## src/rtl/morse_key_sequencer_pkg.sv

```systemverilog
// rtl/morse_key_sequencer_pkg.sv - shared state encodings and Morse digit patterns
package morse_key_sequencer_pkg;

    typedef enum logic [1:0] {
        ST_IDLE,
        ST_MARK,
        ST_SPACE,
        ST_CHAR_GAP
    } state_e;

    localparam int SYM_COUNT = 5;

    // bit4 is the first symbol sent; 1 = dash, 0 = dot
    localparam logic [4:0] PAT_0 = 5'b11111;
    localparam logic [4:0] PAT_1 = 5'b01111;
    localparam logic [4:0] PAT_2 = 5'b00111;
    localparam logic [4:0] PAT_3 = 5'b00011;
    localparam logic [4:0] PAT_4 = 5'b00001;
    localparam logic [4:0] PAT_5 = 5'b00000;
    localparam logic [4:0] PAT_6 = 5'b10000;
    localparam logic [4:0] PAT_7 = 5'b11000;
    localparam logic [4:0] PAT_8 = 5'b11100;
    localparam logic [4:0] PAT_9 = 5'b11110;

    function automatic int max3(input int a, input int b, input int c);
        int m;
        m = (a > b) ? a : b;
        return (m > c) ? m : c;
    endfunction

endpackage

```

## src/rtl/morse_digit_rom.sv

```systemverilog
// rtl/morse_digit_rom.sv - combinational BCD digit to 5-symbol Morse pattern lookup
module morse_digit_rom
    import morse_key_sequencer_pkg::*;
(
    input  logic [3:0] digit,
    output logic       valid,
    output logic [4:0] pattern
);

    always_comb begin
        valid   = 1'b1;
        pattern = '0;
        case (digit)
            4'd0: pattern = PAT_0;
            4'd1: pattern = PAT_1;
            4'd2: pattern = PAT_2;
            4'd3: pattern = PAT_3;
            4'd4: pattern = PAT_4;
            4'd5: pattern = PAT_5;
            4'd6: pattern = PAT_6;
            4'd7: pattern = PAT_7;
            4'd8: pattern = PAT_8;
            4'd9: pattern = PAT_9;
            default: valid = 1'b0;
        endcase
    end

endmodule

```

## src/rtl/morse_key_sequencer.sv

```systemverilog
// rtl/morse_key_sequencer.sv - plays one accepted BCD digit out as a timed Morse key signal
module morse_key_sequencer
    import morse_key_sequencer_pkg::*;
#(
    parameter int UNIT_CYCLES    = 4,
    parameter int DASH_UNITS     = 3,
    parameter int SYM_GAP_UNITS  = 1,
    parameter int CHAR_GAP_UNITS = 3
) (
    input  logic       clk,
    input  logic       reset,
    input  logic       digit_valid,
    input  logic [3:0] digit,
    output logic       digit_ready,
    output logic       key_out,
    output logic       busy,
    output logic [2:0] sym_idx,
    output logic       char_done,
    output logic       err_invalid
);

    localparam int MAX_UNITS = max3(DASH_UNITS, CHAR_GAP_UNITS, SYM_GAP_UNITS);
    localparam int CW        = $clog2(UNIT_CYCLES * MAX_UNITS + 1);

    localparam logic [CW-1:0] DOT_LD   = CW'(UNIT_CYCLES - 1);
    localparam logic [CW-1:0] DASH_LD  = CW'(UNIT_CYCLES * DASH_UNITS - 1);
    localparam logic [CW-1:0] SPACE_LD = CW'(UNIT_CYCLES * SYM_GAP_UNITS - 1);
    localparam logic [CW-1:0] GAP_LD   = CW'(UNIT_CYCLES * CHAR_GAP_UNITS - 1);
    localparam logic [2:0]    LAST_IDX = 3'(SYM_COUNT - 1);

    state_e        state_q, state_d;
    logic [CW-1:0] cnt_q, cnt_d;
    logic [2:0]    idx_q, idx_d;
    logic [4:0]    pat_q, pat_d;
    logic          key_q, key_d;
    logic          err_q, err_d;
    logic          rom_valid;
    logic [4:0]    rom_pattern;

    morse_digit_rom u_rom (
        .digit   (digit),
        .valid   (rom_valid),
        .pattern (rom_pattern)
    );

    always_comb begin
        state_d = state_q;
        cnt_d   = cnt_q;
        idx_d   = idx_q;
        pat_d   = pat_q;
        err_d   = 1'b0;
        unique case (state_q)
            ST_IDLE: begin
                if (digit_valid) begin
                    if (rom_valid) begin
                        state_d = ST_MARK;
                        pat_d   = rom_pattern;
                        idx_d   = '0;
                        cnt_d   = rom_pattern[4] ? DASH_LD : DOT_LD;
                    end else begin
                        err_d = 1'b1;
                    end
                end
            end
            ST_MARK: begin
                if (cnt_q == '0) begin
                    if (idx_q == LAST_IDX) begin
                        state_d = ST_CHAR_GAP;
                        cnt_d   = GAP_LD;
                    end else begin
                        state_d = ST_SPACE;
                        cnt_d   = SPACE_LD;
                    end
                end else begin
                    cnt_d = cnt_q - 1'b1;
                end
            end
            ST_SPACE: begin
                if (cnt_q == '0) begin
                    // pat_q[3] is the symbol that becomes current after the shift
                    state_d = ST_MARK;
                    idx_d   = idx_q + 3'd1;
                    pat_d   = {pat_q[3:0], 1'b0};
                    cnt_d   = pat_q[3] ? DASH_LD : DOT_LD;
                end else begin
                    cnt_d = cnt_q - 1'b1;
                end
            end
            ST_CHAR_GAP: begin
                if (cnt_q == '0) begin
                    state_d = ST_IDLE;
                    idx_d   = '0;
                end else begin
                    cnt_d = cnt_q - 1'b1;
                end
            end
            default: state_d = ST_IDLE;
        endcase
        key_d = (state_d == ST_MARK);
    end

    always_ff @(posedge clk or posedge reset) begin
        if (reset) begin
            state_q <= ST_IDLE;
            cnt_q   <= '0;
            idx_q   <= '0;
            pat_q   <= '0;
            key_q   <= 1'b0;
            err_q   <= 1'b0;
        end else begin
            state_q <= state_d;
            cnt_q   <= cnt_d;
            idx_q   <= idx_d;
            pat_q   <= pat_d;
            key_q   <= key_d;
            err_q   <= err_d;
        end
    end

    assign digit_ready = (state_q == ST_IDLE) && !reset;
    assign busy        = (state_q != ST_IDLE);
    assign key_out     = key_q;
    assign sym_idx     = idx_q;
    assign char_done   = (state_q == ST_CHAR_GAP) && (cnt_q == '0);
    assign err_invalid = err_q;

endmodule

```

## config.mk

```make
export PLATFORM = sky130hd
export DESIGN_NAME = morse_key_sequencer
export DESIGN_NICKNAME = d
export VERILOG_FILES = /design/src/rtl/morse_key_sequencer_pkg.sv /design/src/rtl/morse_digit_rom.sv /design/src/rtl/morse_key_sequencer.sv
export SDC_FILE = /design/constraint.sdc
export NUM_CORES = 1
export LEC_CHECK = 0
export ABC_AREA = 1
export ABC_CLOCK_PERIOD_IN_PS = 2990
export CAP_MARGIN = 20
export CORE_MARGIN = 2
export CORE_UTILIZATION = 57
export CTS_CLUSTER_SIZE = 25
export DETAILED_ROUTE_END_ITERATION = 7
export GPL_TIMING_DRIVEN = 0
export HOLD_SLACK_MARGIN = 0.03
export PLACE_DENSITY = 0.79
export SYNTH_ARGS = -nofsm -noshare
export SYNTH_HDL_FRONTEND = slang
export SYNTH_SLANG_ARGS = --single-unit
```

## constraint.sdc

```tcl
create_clock -name clk -period 2.99 [get_ports clk]
set_input_delay 0.897 -clock clk [delete_from_list [all_inputs] [get_ports clk]]
set_output_delay 0.897 -clock clk [all_outputs]
set_load 0.005 [all_outputs]
```

# After elaboration in Yosys (flattened, before gate mapping)
# Index checks and enable logic that the tools add are counted.
[word_totals]
inputBits = 7
wordCells = 70
output_inout_bits = 8
regBits = 15
[classes]
mux = 30
addsub = 2
eq_ne = 19
n_reduce_logical = 13
[ops]
columns = ["operator", "count"]
rows = [
  ["5-bit case mux with 9 select lines", 1],
  ["4-bit 2-to-1 mux", 11],
  ["4-bit by 3-bit == test with 1-bit output, second input constant", 4],
  ["4-bit case mux with 4 select lines", 1],
  ["3-bit 2-to-1 mux", 4],
  ["2-bit 2-to-1 mux", 5],
  ["2-bit != test, second input constant", 5],
  ["10-bit OR reduction", 1],
  ["3-bit case mux with 3 select lines", 1],
  ["4-bit by 2-bit == test with 1-bit output, second input constant", 2],
  ["4-bit == test, second input constant", 2],
  ["4-bit logical NOT", 2],
  ["2-bit case mux with 4 select lines", 1],
  ["4-bit case mux with 2 select lines", 1],
  ["1-bit 2-to-1 mux", 5],
  ["5-bit AND reduction", 1],
  ["2-bit by 1-bit == test with 1-bit output, second input constant", 2],
  ["2-bit == test, second input constant", 2],
  ["4-bit by 1-bit == test with 1-bit output, second input constant", 1],
  ["4-bit AND reduction", 1],
  ["2-bit nonzero test", 2],
  ["4-bit by 1-bit subtractor with 4-bit output, second input constant", 1],
  ["3-bit by 1-bit adder with 3-bit output, second input constant", 1],
  ["3-bit == test, second input constant", 1],
  ["5 further kinds", 6],
]

# Longest topological paths before layout
[logic_depth]
depth_word = 7
ltp_mapped = 11
ltp_nobuf = 10

# By module
# A second synthesis with hierarchy kept.
[hier_totals]
hier_cells = 150
area_unflattened_um2 = 1077.3
[by_module_without_submodules]
columns = ["module", "area_each_um2", "instances", "seq_area_each_um2", "cells_each"]
rows = [
  ["morse_key_sequencer", 984.7, 1, 375.4, 128],
  ["morse_digit_rom", 92.6, 1, 0.0, 22],
]

# Least setup slack after synthesis
# Ideal clock, no wire load.
[synth_timing]
path_kind = "reg-to-output"
from = "register cnt_q[0]"
to = "output char_done"
path_buffers = 0
t_arrival_ps = 1006
required_time_ps = 2093
slack_ps = 1087
path_stages_with_launch = 7
cell_sequence = "dfrtp_1 inv_1 ha_1 nand2_4 inv_4 nand2_4 inv_1"
[synth_via]
elab_chain_len = 2
[synth_rtl]
columns = ["element", "line", "source"]
rows = [
  ["start, declared", "morse_key_sequencer.sv:32", "logic [CW-1:0] cnt_q, cnt_d;"],
  ["start signal, assigned", "morse_key_sequencer.sv:112", "cnt_q <= cnt_d;"],
  ["4-bit logical NOT", "morse_key_sequencer.sv:124", "assign char_done = (state_q == ST_CHAR_GAP) && (cnt_q == '0);"],
  ["1-bit logical AND", "morse_key_sequencer.sv:124", ""],
  ["end, declared", "morse_key_sequencer.sv:18", "output logic char_done,"],
]
# Every way passes these cells.

# Worst setup path in the final report
# Same ends and word-level chain as after synthesis.

==> qor.csv <==
stage,metric,value,unit
status,status,completed,
final_layout,"commonest non-fill, non-tap cell in the layout",nand2_1,
critical_path,Critical Path Source,cnt_q[0],
clock_tree,TritonCTS Buffers,3,
sta,minimum clock period,2.85,ns
floorplanning,total core area,0.00190,mm²
detailed_routing,# DRC,0,
clock_tree,Clock Path Buffers,2,
floorplanning,starting density of the core,0.591,
clock_tree,Post-CTS Setup Repair Bufs,0,
grt,number of global-route vias before repair,998,
final_layout,most frequent cells in the layout,"nand2_1, inv_1, dfrtp_1",
yosys,synthesized flop and latch total,15,
place,placed inst area,0.00130,mm²
power,leak pwr,0.682,nW
critical_path,critical path endpoint category,output pin,
critical_path,Critical Path Max Stage Delay,0.49,ns
sta,count of pins over their slew limit,0,
sta,FMAX,0.351,GHz
floorplanning,row count,16,
grt,initial antenna violation count,0,
sta,Slew Limit Headroom,0.616,
final_layout,Antenna Cells,0,
grt,GR Util All Layers,0.223,
critical_path,worst setup path class,reg2out,
power,internal power,652,µW
power,sw frac,0.492,
place,pre-CTS setup slack,0.166,ns
yosys,syn avg cell area,7.50,µm²
place,gpl congestion,0.839,
floorplanning,DIE AREA,0.00234,mm²
place,Buffers on Ports,14,
sta,worst clock skew,0.000675,ns
final_layout,Layout fillers,168,
power,Flop pwr share,0.256,
power,Worst IR Drop VDD,523,µV
flow_run,Max-Cap Viols,0,
detailed_routing,Detailed Route Iter0 Violations,13,
clock_tree,H-tree Lvls,1,
floorplanning,Die X,48.4,µm
detailed_routing,1st-pass router iterations,4,
final_layout,nets@finish,184,
critical_path,Crit-path slowest cell,clkdlybuf4s50_1,
floorplanning,IO Count,15,
clock_tree,Worst-Skew Late Latency,0.29,ns
yosys,Yosys Warn Count,0,
clock_tree,CTS sink cnt,15,
detailed_routing,final WL,2280,µm
yosys,Post-Synthesis Cell Area,0.00112,mm²
min_path,min-delay src,pat_q[1],
power,Clock power frac,0.095,
final_layout,Syn-to-layout area delta,17.8,%
sta,Slew @ Worst Pin,0.575,ns
critical_path,CP arrival,1.95,ns
power,cell area power density,969,mW/mm²
critical_path,"CP delay by family, top",buffers and inverters,
critical_path,Crit Path Max Fanout,8,
grt,largest net degree at the start of global routing,16,
sta,final worst slack,0.139,ns
critical_path,buffers and inverters on the worst path,4,
sta,Final TNS setup,0,ns
clock_tree,clock root cell,clkbuf_4,
power,Switch Pwr,632,µW
clock_tree,# resized after CTS,0,
final_layout,share of cells above drive strength 1,0.143,
sta,endpoints failing hold,0,
min_path,Worst Hold Class,reg2reg,
power,combinational power share,0.649,
clock_tree,cts hold-fix bufs,0,
critical_path,startpoint types,flop,
detailed_routing,DR vias/cell,5.19,
clock_tree,TritonCTS clock tree,built,
final_layout,final instance area,0.00133,mm²
grt,GR Overflow Total,0,
yosys,Syn Nets,165,
place,Detailed Place HPWL,1770,µm
yosys,post-synth cell types,24,
sta,fin crit share,0.953,
critical_path,crit-path cells,"inv_1, ha_1, nand2_4, inv_4, nand2_4, inv_1, clkdlybuf4s50_1",
sta,setup repair after global routing missed its margin,false,
yosys,Mapped Cells,150,
detailed_routing,Routed Antenna Nets,0,
detailed_routing,via count,1013,
critical_path,RR Startpoint,state_q[0],
grt,first-pass GRT wire length,4150,µm
sta,final count of negative-setup-slack endpoints,0,
detailed_routing,wire length per cell,11.7,µm
clock_tree,"Reg clk slew, reported paths",0.09,ns
critical_path,"Data required, critical path",2.09,ns
floorplanning,Die Y,48.4,µm
yosys,sequential share of the synthesized area,0.334,
routing by layer:
metal | up-vias | track usage | share of wire
li1 | 518 | - | -
met1 | 469 | 0.277 | 0.47
met2 | 21 | 0.407 | 0.49
met3 | 5 | 0.0185 | 0.024
met4 | 0 | 0.0762 | 0.017
met5 | - | 0 | 0
sequential cells by signal, indices dropped and copies added, names as in the netlist:
name	count
cnt_q	4
pat_q	4
sym_idx	3
state_q	2
err_invalid	1
key_out	1
power groups by stage:
stage	logic (mW)	clock network [mW]	registers, mW
floorplan	0.641	0	0.326
global placement	0.807	0	0.331
detailed placement	0.830	0	0.333
CTS	0.836	0.121	0.329
global route	0.942	0.129	0.340
finish	0.833	0.122	0.328
metrics by stage:
step                      cells  total power, mW   util  hold slack, ns
after CTS                   195             1.29  0.697           0.519
after global placement      191             1.14  0.683           0.495
after global routing        195             1.41  0.697           0.573
after detailed placement    191             1.16  0.683           0.498
final                       195             1.28  0.697           0.511
after floorplan             150            0.967      -           0.465
tightest hold or removal path: cells and delay by family, from the launching register on:
kind / cells / cell delay, ns
AOI/OAI and AO/OA: 1 / 0.08
DFF: 1 / 0.35
and+or+nand+nor: 1 / 0.06
final timing paths:
check	slack [ns]	endpoint	depth (start not counted)
min reg2reg	0.51	pat_q[1]	2
max reg2reg	1.37	pat_q[0]	7
min in group asynchronous	0.98	cnt_q[2]	2
max	0.14	char_done	7
max in group asynchronous	1.63	state_q[1]	2
min	0.51	pat_q[1]	2
final cells by class:
type | instances | area (µm²) | share of cell area
multi-input cells | 110 | 643 | 0.485
flip-flops and latches | 15 | 375 | 0.283
repair buffers | 14 | 140 | 0.106
inverters | 24 | 95.1 | 0.0718
well taps | 27 | 33.8 | 0.0255
clock buffers | 4 | 26.3 | 0.0198
plain buffers | 1 | 11.3 | 0.00850
cell families (layout without fill, tap and decap cells):
group                    count (synthesis)  in the layout  synth area share
AND/OR/NAND/NOR                         76             76             0.338
buffers and inverters                   25             43            0.0945
AO/OA/AOI/OAI                           24             24             0.129
flip-flops                              15             15             0.334
adder cells (fa/ha/maj)                  8              8            0.0890
XOR/XNOR                                 2              2            0.0156
synthesized netlist by cell type:
master    n  area share
nand3_4   1       0.016
inv_1    20       0.067
a21oi_2   1      0.0078
nand2_4   4       0.040
o21ai_1   3       0.013
inv_2     2      0.0067
nand2_1  37        0.12
inv_4     2       0.011
xnor2_1   2       0.016
dfrtp_1  15        0.33
nand4_1   2       0.011
a21oi_1   6       0.027
nor2_1   13       0.043
o21ai_2   2       0.016
buf_6     1       0.010
a21oi_4   1       0.014
nand3_2   1      0.0089
nor2_4    2       0.020
nand3_1  12       0.053
nor2_2    3       0.017
nand2_2   1      0.0056
a22oi_1   1      0.0067
ha_1      8       0.089
o21ai_0  10       0.044
No activity file was read; power rests on OpenSTA's default activity.
